### src/rtl/hps_reset_req_gen.sv
// hps_reset_req_gen: FPGA-side source of the HPS cold/warm/debug reset requests.
// The debounced pushbutton gives a warm request on a short press and a cold
// request on a long press. Edge-triggered In-System Sources & Probes requests
// are accepted when HPS_RESET_REQ_ISSP_EN is defined. Each request is a
// fixed-width active-low pulse. After the pulse the block locks out new
// requests until the HPS has gone through reset, or until a timeout expires.
module hps_reset_req_gen #(
  parameter int DEBOUNCE_CYCLES   = 1000000,
  parameter int LONG_PRESS_CYCLES = 150000000,
  parameter int PULSE_CYCLES      = 64,
  parameter int WAIT_CYCLES       = 50000000,
  parameter int CNT_W             = 28
) (
  input  logic       sys_clk,
  input  logic       sys_reset_n,
  input  logic       user_pb_n,
  input  logic [2:0] issp_req,
  input  logic       h2f_reset_n,
  output logic       cold_req_n,
  output logic       warm_req_n,
  output logic       debug_req_n,
  output logic       busy,
  output logic [1:0] last_req
);

  typedef enum logic [1:0] {
    ST_IDLE  = 2'd0,
    ST_PRESS = 2'd1,
    ST_PULSE = 2'd2,
    ST_WAIT  = 2'd3
  } state_t;

  localparam logic [1:0] REQ_NONE  = 2'b00;
  localparam logic [1:0] REQ_WARM  = 2'b01;
  localparam logic [1:0] REQ_COLD  = 2'b10;
  localparam logic [1:0] REQ_DEBUG = 2'b11;

  localparam logic [CNT_W-1:0] CNT_ZERO   = {CNT_W{1'b0}};
  localparam logic [CNT_W-1:0] CNT_ONE    = {{(CNT_W-1){1'b0}}, 1'b1};
  localparam logic [CNT_W-1:0] CNT_MAX    = {CNT_W{1'b1}};
  localparam logic [CNT_W-1:0] DEB_LAST   = CNT_W'(DEBOUNCE_CYCLES - 1);
  localparam logic [CNT_W-1:0] LONG_LAST  = CNT_W'(LONG_PRESS_CYCLES - 1);
  localparam logic [CNT_W-1:0] PULSE_LAST = CNT_W'(PULSE_CYCLES - 1);
  localparam logic [CNT_W-1:0] WAIT_LAST  = CNT_W'(WAIT_CYCLES - 1);

  logic             pb_meta_r, pb_sync_r, pb_stable_r, pb_prev_r;
  logic [CNT_W-1:0] deb_cnt_r;
  logic             hps_meta_r, hps_up_r;
  logic             press_s, rel_s;
  logic [2:0]       issp_rise_s;

  state_t           state_r, state_s;
  logic [CNT_W-1:0] timer_r, timer_s;
  logic             seen_low_r, seen_low_s;
  logic [1:0]       last_req_r, last_req_s;
  logic             cold_req_n_r, warm_req_n_r, busy_r;

  // Two-stage synchronizers for the pushbutton and the HPS reset indication.
  always_ff @(posedge sys_clk or negedge sys_reset_n) begin
    if (!sys_reset_n) begin
      pb_meta_r  <= 1'b1;
      pb_sync_r  <= 1'b1;
      hps_meta_r <= 1'b0;
      hps_up_r   <= 1'b0;
    end else begin
      pb_meta_r  <= user_pb_n;
      pb_sync_r  <= pb_meta_r;
      hps_meta_r <= h2f_reset_n;
      hps_up_r   <= hps_meta_r;
    end
  end

  // Debounce: accept a new level only once it has held for DEBOUNCE_CYCLES.
  always_ff @(posedge sys_clk or negedge sys_reset_n) begin
    if (!sys_reset_n) begin
      deb_cnt_r   <= CNT_ZERO;
      pb_stable_r <= 1'b1;
      pb_prev_r   <= 1'b1;
    end else begin
      pb_prev_r <= pb_stable_r;
      if (pb_sync_r == pb_stable_r) begin
        deb_cnt_r <= CNT_ZERO;
      end else if (deb_cnt_r == DEB_LAST) begin
        deb_cnt_r   <= CNT_ZERO;
        pb_stable_r <= pb_sync_r;
      end else begin
        deb_cnt_r <= deb_cnt_r + CNT_ONE;
      end
    end
  end

  assign press_s = pb_prev_r & ~pb_stable_r;
  assign rel_s   = ~pb_prev_r & pb_stable_r;

`ifdef HPS_RESET_REQ_ISSP_EN
  logic [2:0] issp_meta_r, issp_sync_r, issp_prev_r;
  logic       debug_req_n_r;

  // Synchronize the ISSP levels and keep the previous level for edge detection.
  always_ff @(posedge sys_clk or negedge sys_reset_n) begin
    if (!sys_reset_n) begin
      issp_meta_r <= 3'b000;
      issp_sync_r <= 3'b000;
      issp_prev_r <= 3'b000;
    end else begin
      issp_meta_r <= issp_req;
      issp_sync_r <= issp_meta_r;
      issp_prev_r <= issp_sync_r;
    end
  end

  assign issp_rise_s = issp_sync_r & ~issp_prev_r;

  // Registered debug request: low only while pulsing a debug request.
  always_ff @(posedge sys_clk or negedge sys_reset_n) begin
    if (!sys_reset_n) begin
      debug_req_n_r <= 1'b1;
    end else begin
      debug_req_n_r <= !((state_s == ST_PULSE) && (last_req_s == REQ_DEBUG));
    end
  end

  assign debug_req_n = debug_req_n_r;
`else
  // The ISSP input stays on the port but has no effect in this build.
  logic unused_issp_s;
  assign unused_issp_s = ^issp_req;
  assign issp_rise_s   = 3'b000;
  assign debug_req_n   = 1'b1;
`endif

  // Next-state logic: request selection, press timing, pulse and lockout.
  always_comb begin
    state_s    = state_r;
    last_req_s = last_req_r;
    seen_low_s = seen_low_r;
    case (state_r)
      ST_IDLE: begin
        seen_low_s = 1'b0;
        if (hps_up_r && (issp_rise_s != 3'b000)) begin
          state_s = ST_PULSE;
          if (issp_rise_s[0]) begin
            last_req_s = REQ_COLD;
          end else if (issp_rise_s[1]) begin
            last_req_s = REQ_WARM;
          end else begin
            last_req_s = REQ_DEBUG;
          end
        end else if (hps_up_r && press_s) begin
          state_s = ST_PRESS;
        end else begin
          state_s = ST_IDLE;
        end
      end
      ST_PRESS: begin
        if (!hps_up_r) begin
          state_s = ST_IDLE;
        end else if (rel_s) begin
          state_s    = ST_PULSE;
          last_req_s = REQ_WARM;
        end else if (timer_r == LONG_LAST) begin
          state_s    = ST_PULSE;
          last_req_s = REQ_COLD;
        end else begin
          state_s = ST_PRESS;
        end
      end
      ST_PULSE: begin
        if (timer_r == PULSE_LAST) begin
          state_s = ST_WAIT;
        end else begin
          state_s = ST_PULSE;
        end
      end
      ST_WAIT: begin
        if (!hps_up_r) begin
          seen_low_s = 1'b1;
        end else begin
          seen_low_s = seen_low_r;
        end
        // Never leave while the button is still held, or a stale press would re-fire.
        if (pb_stable_r && ((seen_low_r && hps_up_r) || (timer_r >= WAIT_LAST))) begin
          state_s = ST_IDLE;
        end else begin
          state_s = ST_WAIT;
        end
      end
      default: begin
        state_s    = ST_IDLE;
        last_req_s = REQ_NONE;
        seen_low_s = 1'b0;
      end
    endcase
    // One shared timer: restarts on every state change, saturates otherwise.
    if (state_s != state_r) begin
      timer_s = CNT_ZERO;
    end else if (timer_r != CNT_MAX) begin
      timer_s = timer_r + CNT_ONE;
    end else begin
      timer_s = timer_r;
    end
  end

  // State, timer and registered outputs, all derived from the next state.
  always_ff @(posedge sys_clk or negedge sys_reset_n) begin
    if (!sys_reset_n) begin
      state_r      <= ST_IDLE;
      timer_r      <= CNT_ZERO;
      seen_low_r   <= 1'b0;
      last_req_r   <= REQ_NONE;
      cold_req_n_r <= 1'b1;
      warm_req_n_r <= 1'b1;
      busy_r       <= 1'b0;
    end else begin
      state_r      <= state_s;
      timer_r      <= timer_s;
      seen_low_r   <= seen_low_s;
      last_req_r   <= last_req_s;
      cold_req_n_r <= !((state_s == ST_PULSE) && (last_req_s == REQ_COLD));
      warm_req_n_r <= !((state_s == ST_PULSE) && (last_req_s == REQ_WARM));
      busy_r       <= (state_s != ST_IDLE);
    end
  end

  assign cold_req_n = cold_req_n_r;
  assign warm_req_n = warm_req_n_r;
  assign busy       = busy_r;
  assign last_req   = last_req_r;

endmodule

### config.mk
export PLATFORM = sky130hd
export DESIGN_NAME = hps_reset_req_gen
export DESIGN_NICKNAME = d
export VERILOG_FILES = /design/src/rtl/hps_reset_req_gen.sv
export SDC_FILE = /design/constraint.sdc
export NUM_CORES = 1
export LEC_CHECK = 0
export ABC_AREA = 1
export CAP_MARGIN = 20
export CORE_UTILIZATION = 40
export CTS_CLUSTER_SIZE = 28
export DETAILED_ROUTE_END_ITERATION = 16
export HOLD_SLACK_MARGIN = 0.08
export MAX_ROUTING_LAYER = met4
export PLACE_DENSITY = 0.52
export REMOVE_ABC_BUFFERS = 1
export SYNTH_ARGS = -nofsm -noshare
export SYNTH_HDL_FRONTEND = slang
export SYNTH_SLANG_ARGS = --single-unit
### constraint.sdc
create_clock -name sys_clk -period 3 [get_ports sys_clk]
set_input_delay 0.6 -clock sys_clk [delete_from_list [all_inputs] [get_ports sys_clk]]
set_output_delay 0.6 -clock sys_clk [all_outputs]
set_load 0.05 [all_outputs]
==> impl_metrics.json <==
{
  "path_class": "flip-flop to output pin",
  "crit_chain": "clkdlybuf4s50_1",
  "finalMaxSlewViolations": 0,
  "place.gp.congestion": 0.908,
  "grt_pass1_vias": 3363,
  "die-area_um2": 11100,
  "rr_startpoint": "timer_r[0]",
  "path_clk_slew_ps": 80,
  "cp_max_fo": 1,
  "numCtsBuffers": 9,
  "portBuffers": 8,
  "ys_ff_latch": 70,
  "yosys.area_share.simple": 0.425,
  "synth.top_cell.area_share": 0.374,
  "yosys_warnings": 0,
  "io_pins": 13,
  "drv_cap": 0,
  "dp_cells": 690,
  "pre_cts_slack_ps": 903,
  "yosysSeqAreaShare": 0.411,
  "postSynthAreaPerCell_um2": 7.79,
  "crit_path_start_kind": "flip-flop",
  "async_reset_ff_frac": 1.00,
  "relSlewSlack": 0.409,
  "peakVddDrop_uv": 272,
  "crit_cells": 1,
  "clock_sinks": 70,
  "yosys_most_used_dff": "dfrtp_1",
  "grt_overflow": 0,
  "drive_above_1_share": 0.142,
  "synth_xor_area_frac": 0.0491,
  "grt_max_degree": 71,
  "fin_crit_sh": 0.756,
  "areaGrowthSynthToFinish_pct": 9.20,
  "fp.dieH_um": 105,
  "synth_adder_area_share": 0.00584,
  "synth_mux_area_frac": 0,
  "endpoint_kind": "output pin",
  "grt_pass1_wl_mm": 16.6,
  "finalHoldViolations": 0,
  "crit_buf_inv": 1,
  "clock_path_buffers": 2,
  "cts_htree_levels": 3,
  "wl_per_cell_um": 13.5,
  "grt_use_total": 0.199,
  "worst_pin_slew_ps": 887,
  "antenna_found_initial": 0,
  "crit_family": "buffers and inverters",
  "setup_tns_ps": 0,
  "gr-usage-met3": 0.0507,
  "p_per_area_nw_per_um2": 380,
  "critPathRequiredTime_ps": 2400,
  "gr-max-usage-layer": "met2",
  "ff2ff_path_depth": 11,
  "cts-root-buf": "clkbuf_8",
  "cts_setup_buffers": 0,
  "vias": 3434,
  "leakagePower_uw": 0.00201,
  "setup_viol": 0,
  "grtUsageMet1": 0.269,
  "status": "complete, no violations",
  "antenna_left": 0,
  "r2r_end": "timer_r[25]",
  "hold_path.class": "primary input to asynchronous set/reset pin",
  "coreArea_um2": 10400,
  "r2r_setup_slack_ps": 890,
  "cp_slowest_cell": "clkdlybuf4s50_1",
  "tritoncts": "done",
  "postCtsResizedCells": 0,
  "syn-cell-area_um2": 4280,
  "synth_cells": 550,
  "met2_usage": 0.293,
  "clk_latency_ps": 360,
  "synthTopCellsByCount": "nand2_1 (113), nor2_1 (87), inv_1 (67)",
  "cts_hold_buf": 0,
  "nets": 574,
  "die_x_um": 105,
  "n_antenna_cell": 0,
  "crit_arrival_ps": 1670,
  "synth.area.top_cells": "dfrtp_1 (37%), nand2_1 (9.9%), nor2_1 (7.6%)",
  "yosysTopAreaCell": "dfrtp_1",
  "final_core_util": 0.451,
  "drc": 0,
  "rsz0062_at_grt": "false",
  "vias_per_cell": 4.86,
  "num_rows": 37,
  "setup_ws_ps": 732,
  "finalWirelength_mm": 9.52,
  "synth_enable_flop_cells": 0,
  "start_util": 0.413,
  "period_minus_slack_ps": 2270,
  "first_pass_iters": 5,
  "fill_cells": 1103,
  "drtIter0Drc": 165,
  "ys_types": 37,
  "critPathMaxStageDelay_ps": 790,
  "synth_compound_area_frac": 0.0304,
  "dp.final_hpwl_mm": 6.91,
  "fmax_mhz": 441,
  "instances_no_fill": 706,
  "fin_skew_ps": 8.98,
  "yosysMostFrequentCell": "nand2_1",
  "synth_top_family_by_area": "simple AND/OR/NAND/NOR gates"
}
-- routing by layer --
metal,wire [um],share of wire
met1,4840,0.51
met2,4180,0.44
met3,344,0.036
met4,151,0.016
met5,0,0
-- layout make-up --
type / count / area (um2) / share of cell area
clock buffer: 9 / 124 / 0.0265
clock inverter: 7 / 77.6 / 0.0166
inverter: 73 / 274 / 0.0586
multi-input combinational: 402 / 2190 / 0.468
sequential: 70 / 1760 / 0.376
tap: 136 / 170 / 0.0364
timing repair buffer: 9 / 85.1 / 0.0182
-- cell usage in the layout, fill, tap and decap left out, types with 2 or more instances in the layout --
cell type        instances
nor4_1                   7
xnor2_1                  4
nand3b_1                 4
ha_1                     2
a21oi_1                  5
nand2_4                  3
clkbuf_8                 9
inv_6                    3
nand4_1                 22
a31oi_1                  3
nor3_1                  24
dfrtp_1                 64
nor2_1                  87
nor2_4                  26
o21ai_0                 14
nand2_1                113
buf_4                    2
inv_2                    5
nor2_2                   6
clkdlybuf4s50_1          7
nor3b_1                  2
nand3_2                  2
dfstp_2                  6
or2_2                    4
nand2_2                  6
xor2_1                  20
nand3_1                 40
inv_1                   67
-- how the worst max path moves through the flow --
stage / from / to / slack (ps)
2_1_floorplan: timer_r[0] / timer_r[14] / 1190
3_3_place_gp: timer_r[0] / timer_r[25] / 910
3_5_place_dp: timer_r[0] / timer_r[25] / 900
4_1_cts: warm_req_n / warm_req_n / 700
5_1_grt: timer_r[0] / timer_r[25] / 670
6_report: cold_req_n / cold_req_n / 730
-- power by group --
part	total [uW]	switching [uW]	leakage, uW	internal [uW]
clock network	789	397	0.000101	392
registers	954	3.57	0.000936	950
logic	37.7	31.3	0.000975	6.41
total	1780	431	0.00201	1350
-- sequential cells by signal (all words and copies together) (netlist names) --
register     count
busy             1
cold_req_n       1
deb_cnt_r       28
hps_meta_r       1
hps_up_r         1
last_req         2
pb_meta_r        1
pb_prev_r        1
pb_stable_r      1
pb_sync_r        1
seen_low_r       1
state_r          2
timer_r         28
warm_req_n       1
-- per-stage QoR --
step                hold WS [ps]  cell area, um2  power, uW
floorplan                    304            4220        984
global placement             338            4480       1010
detailed placement           343            4480       1010
CTS                          360            4680       1830
global route                 363            4680       1870
finish                       343            4680       1780
-- logic make-up (layout without fill, tap and decap cells) --
family | count (synthesis) | count (layout)
flops | 70 | 70
simple gates | 351 | 351
fa+ha+maj | 2 | 2
other cells | 1 | 1
compound gates | 24 | 24
xor+xnor | 24 | 24
buf+inv | 78 | 98
Power figures use the tool's default switching activity.
